[config.mk]
export PLATFORM = sky130hd
export DESIGN_NAME = ef_smsdac8_dec
export DESIGN_NICKNAME = d
export VERILOG_FILES = /design/src/rtl/ef_smsdac8_dec.sv
export SDC_FILE = /design/constraint.sdc
export NUM_CORES = 1
export LEC_CHECK = 0
export CORE_MARGIN = 4
export CORE_UTILIZATION = 40
export DETAILED_ROUTE_END_ITERATION = 6
export HOLD_SLACK_MARGIN = 0.05
export PLACE_DENSITY = 0.76
export SYNTH_ARGS = -nofsm -noshare
export SYNTH_HDL_FRONTEND = slang
export SYNTH_SLANG_ARGS = --single-unit
[constraint.sdc]
create_clock -name i_clk -period 1.9 [get_ports i_clk]
set_input_delay 0.38 -clock i_clk [delete_from_list [all_inputs] [get_ports i_clk]]
set_output_delay 0.38 -clock i_clk [all_outputs]
set_load 0.05 [all_outputs]
[src/rtl/ef_smsdac8_dec.sv]
// ----------------------------------------------------------------------------
// ef_smsdac8_dec
//
// Receive-side decoder and checker for the 8-b segmented mismatch-shaping DAC
// encoder. The 14-bit element-drive word (seven 3-level elements with weights
// 1x..64x) is reduced back to its equivalent 8-b code. That code is compared
// against a delayed copy of the stimulus reference, and mismatches are counted.
//
// Optional build macro: EF_SMSDAC_DEC_IMB_MON_EN
//   defined   - per-element imbalance accumulators and sticky o_imb_err flags
//   undefined - no accumulators; o_imb_err tied to 0; i_mon_en ignored
//
// Parameters
//   LAT    cycles from a code on i_ref to the matching word on i_y (1..15)
//   CNT_W  width of the saturating sample / error counters
//
// Ports
//   i_clk      clock
//   i_rst      synchronous active-high reset, clears every register
//   i_y        element word {y64[1:0], y32[1:0], ..., y1[1:0]}
//   i_y_vld    i_y valid this cycle
//   i_ref      expected code
//   i_ref_vld  i_ref valid this cycle
//   i_mon_en   imbalance monitor enable
//   i_clr      synchronous clear of counters, accumulators and sticky flags
//   o_d        decoded code (registered)
//   o_d_vld    o_d valid
//   o_mis      one-cycle pulse on a failed compare
//   o_err_cnt  saturating mismatch count
//   o_smp_cnt  saturating compared-sample count
//   o_imb_err  sticky per-element imbalance flag, bit k is weight 2^k
// ----------------------------------------------------------------------------
module ef_smsdac8_dec #(
   parameter int LAT   = 4,
   parameter int CNT_W = 16
) (
   input  logic             i_clk,
   input  logic             i_rst,
   input  logic [13:0]      i_y,
   input  logic             i_y_vld,
   input  logic [7:0]       i_ref,
   input  logic             i_ref_vld,
   input  logic             i_mon_en,
   input  logic             i_clr,
   output logic [7:0]       o_d,
   output logic             o_d_vld,
   output logic             o_mis,
   output logic [CNT_W-1:0] o_err_cnt,
   output logic [CNT_W-1:0] o_smp_cnt,
   output logic [6:0]       o_imb_err
);

   localparam logic [CNT_W-1:0] CNT_MAX = {CNT_W{1'b1}};

   logic [7:0] dec_sum;
   logic [8:0] dly [LAT];
   logic [7:0] ref_s1;
   logic       ref_vld_s1;
   logic       cmp_s1;
   logic       neq_s1;

   // Each element contributes 0, 1 or 2 times its binary weight. The largest
   // reachable sum is 2*127 = 254, so an 8-bit accumulation never overflows
   // and the ninth bit of the full-width sum is always zero.
   always_comb begin
      dec_sum = '0;
      for (int k = 0; k < 7; k++) begin
         dec_sum = dec_sum + (({7'd0, i_y[2*k+1]} + {7'd0, i_y[2*k]}) << k);
      end
   end

   // Reference delay line: shifts every cycle, so the tail entry during cycle
   // n holds the reference presented in cycle n-LAT, lining it up with i_y.
   // i_clr deliberately leaves it alone so a clear never misaligns the stream.
   always_ff @(posedge i_clk) begin
      if (i_rst) begin
         for (int i = 0; i < LAT; i++) begin
            dly[i] <= '0;
         end
      end else begin
         dly[0] <= {i_ref_vld, i_ref};
         for (int i = 1; i < LAT; i++) begin
            dly[i] <= dly[i-1];
         end
      end
   end

   // Stage 1: register the decoded code and carry the aligned reference along
   // with it so both arrive at the comparator in the same cycle.
   always_ff @(posedge i_clk) begin
      if (i_rst) begin
         o_d        <= '0;
         o_d_vld    <= 1'b0;
         ref_s1     <= '0;
         ref_vld_s1 <= 1'b0;
      end else begin
         o_d        <= dec_sum;
         o_d_vld    <= i_y_vld;
         ref_s1     <= dly[LAT-1][7:0];
         ref_vld_s1 <= dly[LAT-1][8];
      end
   end

   assign cmp_s1 = o_d_vld & ref_vld_s1;
   assign neq_s1 = cmp_s1 & (o_d != ref_s1);

   // Stage 2: compare and count. Clear takes priority over any compare that
   // completes in the same cycle; counters hold at all-ones instead of
   // wrapping, while o_mis keeps pulsing on every failed compare.
   always_ff @(posedge i_clk) begin
      if (i_rst) begin
         o_mis     <= 1'b0;
         o_err_cnt <= '0;
         o_smp_cnt <= '0;
      end else if (i_clr) begin
         o_mis     <= 1'b0;
         o_err_cnt <= '0;
         o_smp_cnt <= '0;
      end else begin
         o_mis <= neq_s1;
         if (cmp_s1 && (o_smp_cnt != CNT_MAX)) begin
            o_smp_cnt <= o_smp_cnt + 1'b1;
         end
         if (neq_s1 && (o_err_cnt != CNT_MAX)) begin
            o_err_cnt <= o_err_cnt + 1'b1;
         end
      end
   end

`ifdef EF_SMSDAC_DEC_IMB_MON_EN

   logic signed [3:0] imb_acc [7];
   logic              imb_upd_s1;
   logic [6:0]        imb_err_q;

   // One saturating step of an element accumulator: +1 when only the upper
   // half of the element is driven, -1 when only the lower half is, else hold.
   function automatic logic signed [3:0] acc_step(input logic signed [3:0] acc,
                                                  input logic              up,
                                                  input logic              dn);
      logic signed [3:0] res;
      res = acc;
      if (up && !dn && (acc != 4'sd7)) begin
         res = acc + 4'sd1;
      end else if (dn && !up && (acc != -4'sd8)) begin
         res = acc - 4'sd1;
      end
      return res;
   endfunction

   // Imbalance monitor. The accumulators update in the cycle after the sample,
   // and the flag check runs one cycle later on the updated value, but only
   // when that value came from a real update (imb_upd_s1). Holding i_mon_en
   // low freezes the accumulators and blocks new flags.
   always_ff @(posedge i_clk) begin
      if (i_rst || i_clr) begin
         for (int k = 0; k < 7; k++) begin
            imb_acc[k] <= '0;
         end
         imb_upd_s1 <= 1'b0;
         imb_err_q  <= '0;
      end else begin
         imb_upd_s1 <= i_y_vld & i_mon_en;
         if (i_y_vld && i_mon_en) begin
            for (int k = 0; k < 7; k++) begin
               imb_acc[k] <= acc_step(imb_acc[k], i_y[2*k+1], i_y[2*k]);
            end
         end
         if (imb_upd_s1) begin
            for (int k = 0; k < 7; k++) begin
               if ((imb_acc[k] > 4'sd1) || (imb_acc[k] < -4'sd1)) begin
                  imb_err_q[k] <= 1'b1;
               end
            end
         end
      end
   end

   assign o_imb_err = imb_err_q;

`else

   logic mon_en_unused;

   // Monitor not built: the enable input has no effect.
   assign mon_en_unused = i_mon_en;
   assign o_imb_err     = '0;

`endif

endmodule
==> After elaboration in Yosys (flattened, before gate mapping) <==
Memories as Yosys holds them, arrays and structs flattened. A register that Yosys moved wholly into a read port is not among the register bits.
Cells that the tools add are included.
{ "totals": {"regBits": 42, "ramBits": 36, "input_bits": 28, "out_inout_bits": 49, "word_cells": 40, "n_memories": 1} }
{ "memory_table": {"columns": ["name", "words", "width", "rd", "rd_clocked_by_memory_dff", "wr", "line_no", "text"], "rows": [
  ["dly", 4, 9, 4, 1, 4, "56", "logic [8:0] dly [LAT];"]
]} }
{ "classes": {"add_sub_neg": 15, "eq_ne": 3, "muxes": 7, "bitwise_logic": 6, "n_reduce_logical": 3} }
{ "op_table": {"columns": ["cell", "count"], "rows": [
  ["2-to-1 mux 9 bit", 4],
  ["adder 16 x 1 -> 16 bit (second input constant)", 2],
  ["inequality test 16 bit (second input constant)", 2],
  ["adder 1 x 1 -> 2 bit", 7],
  ["adder 7 x 7 -> 8 bit", 1],
  ["adder 8 bit", 1],
  ["inequality test 8 bit", 1],
  ["adder 6 x 6 -> 7 bit", 1],
  ["adder 5 x 5 -> 6 bit", 1],
  ["adder 4 x 4 -> 5 bit", 1],
  ["adder 2 x 3 -> 4 bit", 1],
  ["bitwise OR 1 bit", 4],
  ["2-to-1 mux 1 bit", 3],
  ["bitwise AND 1 bit", 2],
  ["logical AND 1 bit", 2],
  ["OR reduction 2 bit", 1]
]} }

==> Logic depth before layout (Yosys ltp) <==
Gate-level depths: netlist of the first run.
{ "logic_depth": {"ltp_word": 7, "mapped_depth": 7, "depth_no_buf": 7} }

==> Least setup slack after synthesis of the first run <==
OpenSTA, ideal clock, no wires.
{ "synth_timing": {"path_kind": "register to register", "from": "register o_err_cnt[1]", "to": "register o_err_cnt[8]", "setup_time_ns": 0.070, "arrival_time_ns": 1.999, "required_time_ns": 1.830, "slack_ns": -0.169, "path_stages_with_launch": 6, "n_path_buf": 0, "synth_period_minus_slack_ns": 2.069, "path_cell_list": "dfxtp_1 > ha_1 > nand4_1 > or4b_1 > or3_1 > a21oi_1"} }
{ "synth_via": {"elab_chain_len": 2, "elab_cells_between_ends": 3, "cone_classes": "1 x add/sub; 1 x eq/ne; 1 x reduce/logical"} }
{ "synth_lines": {"columns": ["element", "line_no", "text"], "rows": [
  ["start, declared", "48", "output logic [CNT_W-1:0] o_err_cnt,"],
  ["start signal, assigned", "125", "o_err_cnt <= o_err_cnt + 1'b1;"],
  ["branches (longest 2 deep; another with adder 16 x 1 -> 16 bit)", null, null]
]} }
Parallel ways; which one is timed is not known.
A chain may end at the register's enable or synchronous reset.

==> Worst setup path in the final report of the first run <==
{ "layout_timing": {"from": "input port i_y[3]", "to": "register o_d[6]"} }
{ "layout_via": {"elab_chain_len": 7} }
{ "layout_lines": {"columns": ["element", "line_no", "text"], "rows": [
  ["start, declared", "39", "input logic [13:0] i_y,"],
  ["adder 1 x 1 -> 2 bit", "68", "dec_sum = dec_sum + (({7'd0, i_y[2*k+1]} + {7'd0, i_y[2*k]}) << k);"],
  ["adder 2 x 3 -> 4 bit", "68", null],
  ["adder 4 x 4 -> 5 bit", "68", null],
  ["adder 5 x 5 -> 6 bit", "68", null],
  ["adder 6 x 6 -> 7 bit", "68", null],
  ["adder 7 x 7 -> 8 bit", "68", null],
  ["adder 8 bit", "68", null],
  ["end signal, assigned", "97", "o_d <= dec_sum;"],
  ["end, declared", "45", "output logic [7:0] o_d,"]
]} }
No other way between the ends.

==> flow_summary_export.csv, run 1 <==
group,metric,value,unit
power,powerDensity,822,nW/um2
grt,grt_overflow,0,
floorplan,core,8340,um2
worst_setup_path,rr_worst_depth,6,
clocking,cts_made_buffers,9,
hold_path,min-delay-start,"i_rst",
worst_setup_path,crit_buf_inv,1,
power,p_seq_share,49.9,%
worst_setup_path,arrival,2.16,ns
power,pwr-share-comb,12.8,%
cells_and_area,antenna_cells,0,
power,clockPowerShare,37.3,%
placed_design,dpl.hpwl,5.36,mm
floorplan,die_area,10300,um2
clocking,max-clock-path-buffers,2,
hold_path,min_to,"o_d[7]",
yosys,yosys_warnings,0,
clocking,clock-root-buffer,"clkbuf_8",
yosys,seq_area_frac_synth,49.8,%
grt,grt_max_degree,37,
route,num_vias,2853,
timing,timing.final.crit_share,98.3,%
floorplan,start_util,41.9,%
floorplan,die_w,101,um
cells_and_area,layout_commonest_cell,"dfxtp_1",
clocking,path_clk_slew,0.09,ns
hold_path,worstHoldPathCells,2,
grt,grt_pass1_wl,11.9,mm
cells_and_area,layout_common_cells,"dfxtp_1 (83), buf_4 (64), nor2b_1 (48)",
route,wl_per_cell,13.0,um
timing,setup_tns,0,ns
clocking,cts.sinks,87,
worst_setup_path,critical_path.top_delay_family,"simple AND/OR/NAND/NOR gates",
worst_setup_path,critical_path_class,"primary input to flop",
yosys,synth_edf_count,0,
placed_design,place.gp.congestion,0.833,
cells_and_area,syn2layout_area_growth,32.8,%
power,ir_drop,0.483,mV
route,routed_via_density,5.12,
timing,relSlewSlack,65.9,%
worst_setup_path,cp_data_required_time,2.19,ns
power,p_leak,1.81,nW
route,antenna_left,0,
clocking,cts_tree,"built",
worst_setup_path,slowest_stage,"or4b_4",
job,max_cap_violations,0,
timing,setup_viol,0,
worst_setup_path,cp_max_fo,4,
route,firstDrtPassIters,5,
timing,worstMarginPinSlew,0.510,ns
grt,grt_usage,14.3,%
timing,fmaxAchievable,536,MHz
worst_setup_path,cp_slowest_stage_delay,0.47,ns
cells_and_area,multi_input_area,1740,um2
placed_design,dpl-instance-area,4350,um2
timing,hold_viol_final,0,
worst_setup_path,r2r_end,"o_err_cnt[8]",
route,drc,0,
worst_setup_path,worstPathCellList,"clkdlybuf4s50_1 > ha_4 > ha_4 > a21o_1 > a21o_1 > a21oi_2 > or4b_4 > nand3_1",
hold_path,hold_class,"primary input to flop",
timing,clock_skew,0.00958,ns
power,power.internal,0.00285,W
timing,rsz0062_at_grt,"yes",
yosys,async_flop_share,0,%
yosys,synthFlopType,"dfxtp_1",
cells_and_area,stdcell_area,4640,um2
clocking,hold_buffers,0,
power,power.switching,0.000962,W
placed_design,dp_slack,-0.431,ns
clocking,htreeDepth,3,
route,drt_wl_total,7.27,mm
timing,drv_slew,0,
cells_and_area,seq_area,1750,um2
worst_setup_path,start_kind,"primary input",
power,p_total,0.00382,W
outcome,status,"finished clean",
yosys,syn_area,3500,um2
cells_and_area,fillers,745,
placed_design,dp_cells,538,
power,swShare,25.2,%
clocking,clock_latency,0.35,ns
worst_setup_path,r2r_slack,0.10,ns
floorplan,std_cell_rows,33,
yosys,ys_ff_latch,87,
placed_design,io_buffers,68,
worst_setup_path,worstReg2RegStart,"o_err_cnt[0]",
floorplan,fp.dieH,101,um
worst_setup_path,end_kind,"flop",
floorplan,ios,77,
grt,antenna_found_initial,0,
route,drtIter0Drc,82,
timing,setup_ws,0.0332,ns
yosys,avgSynthCellArea,9.71,um2
cells_and_area,drive_gt1_share,22.1,%
grt,first_global_vias,2706,
cells_and_area,final_cells,557,
yosys,syn_inst,360,
yosys,ys_types,43,
timing,fin_crit,1.87,ns
cells_and_area,final_nets,490,
worst reg2reg max path: cells and delay by family, from the launching register on:
| kind | cells | cell delay, ns |
|---|---|---|
| compound gates | 1 | 0.12 |
| fa+ha+maj | 1 | 0.17 |
| flops | 1 | 0.36 |
| simple gates | 4 | 1.10 |
power by group through the flow:
| stage | clock [W] | combinational (W) | sequential, W |
|---|---|---|---|
| after global placement | 0 | 0.000472 | 0.00195 |
| after detailed placement | 0 | 0.000483 | 0.00195 |
| after CTS | 0.00147 | 0.000484 | 0.00191 |
| final | 0.00143 | 0.000488 | 0.00190 |
| after floorplan | 0 | 0.000226 | 0.00202 |
| after global routing | 0.00156 | 0.000527 | 0.00191 |
per-layer routing:
metal	GRT usage, %	vias up	share of wire (%)
li1	-	1426	-
met4	4.91	0	1.6
met3	4.20	13	5.7
met1	16.7	1338	41
met2	25.1	76	51
met5	0	-	0
metrics by stage:
step	hold slack (ns)	utilization (%)
finish	0.354	55.7
global route	0.348	55.7
detailed placement	0.423	52.1
global placement	0.416	52.1
floorplan	0.414	-
CTS	0.353	54.8
worst max-delay path by stage:
stage / start / endpoint / slack [ns] / cells past startpoint
2_1_floorplan: o_err_cnt[3] / o_err_cnt[8] / 0.005 / 4
3_3_place_gp: i_y[4] / o_d[6] / -0.39 / 8
3_5_place_dp: i_y[4] / o_d[6] / -0.43 / 8
4_1_cts: i_y[2] / o_d[6] / 0.01 / 8
5_1_grt: o_err_cnt[0] / o_err_cnt[8] / -0.007 / 6
6_report: i_y[3] / o_d[6] / 0.03 / 8
synthesized netlist by cell type, drive strengths merged, types with 4 or more instances:
cell type / count / area [um2]
inv: 4 / 15.0
nand4: 11 / 75.1
nand3: 11 / 55.1
buf: 13 / 82.6
nor2: 29 / 109
dfxtp: 87 / 1740
a21oi: 14 / 70.1
clkbuf: 10 / 37.5
nand2: 15 / 56.3
xor2: 6 / 52.6
a31oi: 4 / 25.0
xnor2: 18 / 158
nor3: 6 / 30.0
ha: 15 / 188
or3: 5 / 31.3
or4: 8 / 60.1
o21ai: 10 / 50.1
o31ai: 9 / 67.6
nor2b: 48 / 300
final cells by class:
class                   instances  area share [%]
clock inverters                 7            2.24
inverters                       4           0.323
repair buffers                 93            16.8
multi-input cells             252            37.5
flip-flops and latches         87            37.6
clock buffers                   9            2.67
well taps                     105            2.83
sequential cells by signal (all words and copies together) (netlist names):
signal	cells
ref_vld_s1	1
o_err_cnt	16
o_d_vld	1
o_smp_cnt	16
o_d	8
dly	36
ref_s1	8
o_mis	1
cells by family (layout without fill, tap and decap cells):
logic type | count (synthesis) | in the layout | share of synthesized area (%)
fa+ha+maj | 15 | 15 | 5.37
mux | 1 | 1 | 0.286
buf+inv | 27 | 113 | 3.87
xor+xnor | 24 | 24 | 6.01
compound gates | 55 | 55 | 10.2
other cells | 1 | 7 | 0.107
simple gates | 150 | 150 | 24.3
flops | 87 | 87 | 49.8
timing repair:
item,4_1_cts,5_1_grt
buffers inserted,0,3
setup endpoints to repair,2,10
pin swaps,1,6
resized for setup,3,11
(Power assumes the default switching activity.)
==> inputs of run 2 (changes only) <==
Settings changed: CTS_BUF_LIST from default to sky130_fd_sc_hd__clkbuf_8.
==> results of run 2 <==
Final layout, timing and power as in run 1 (identical DEF).
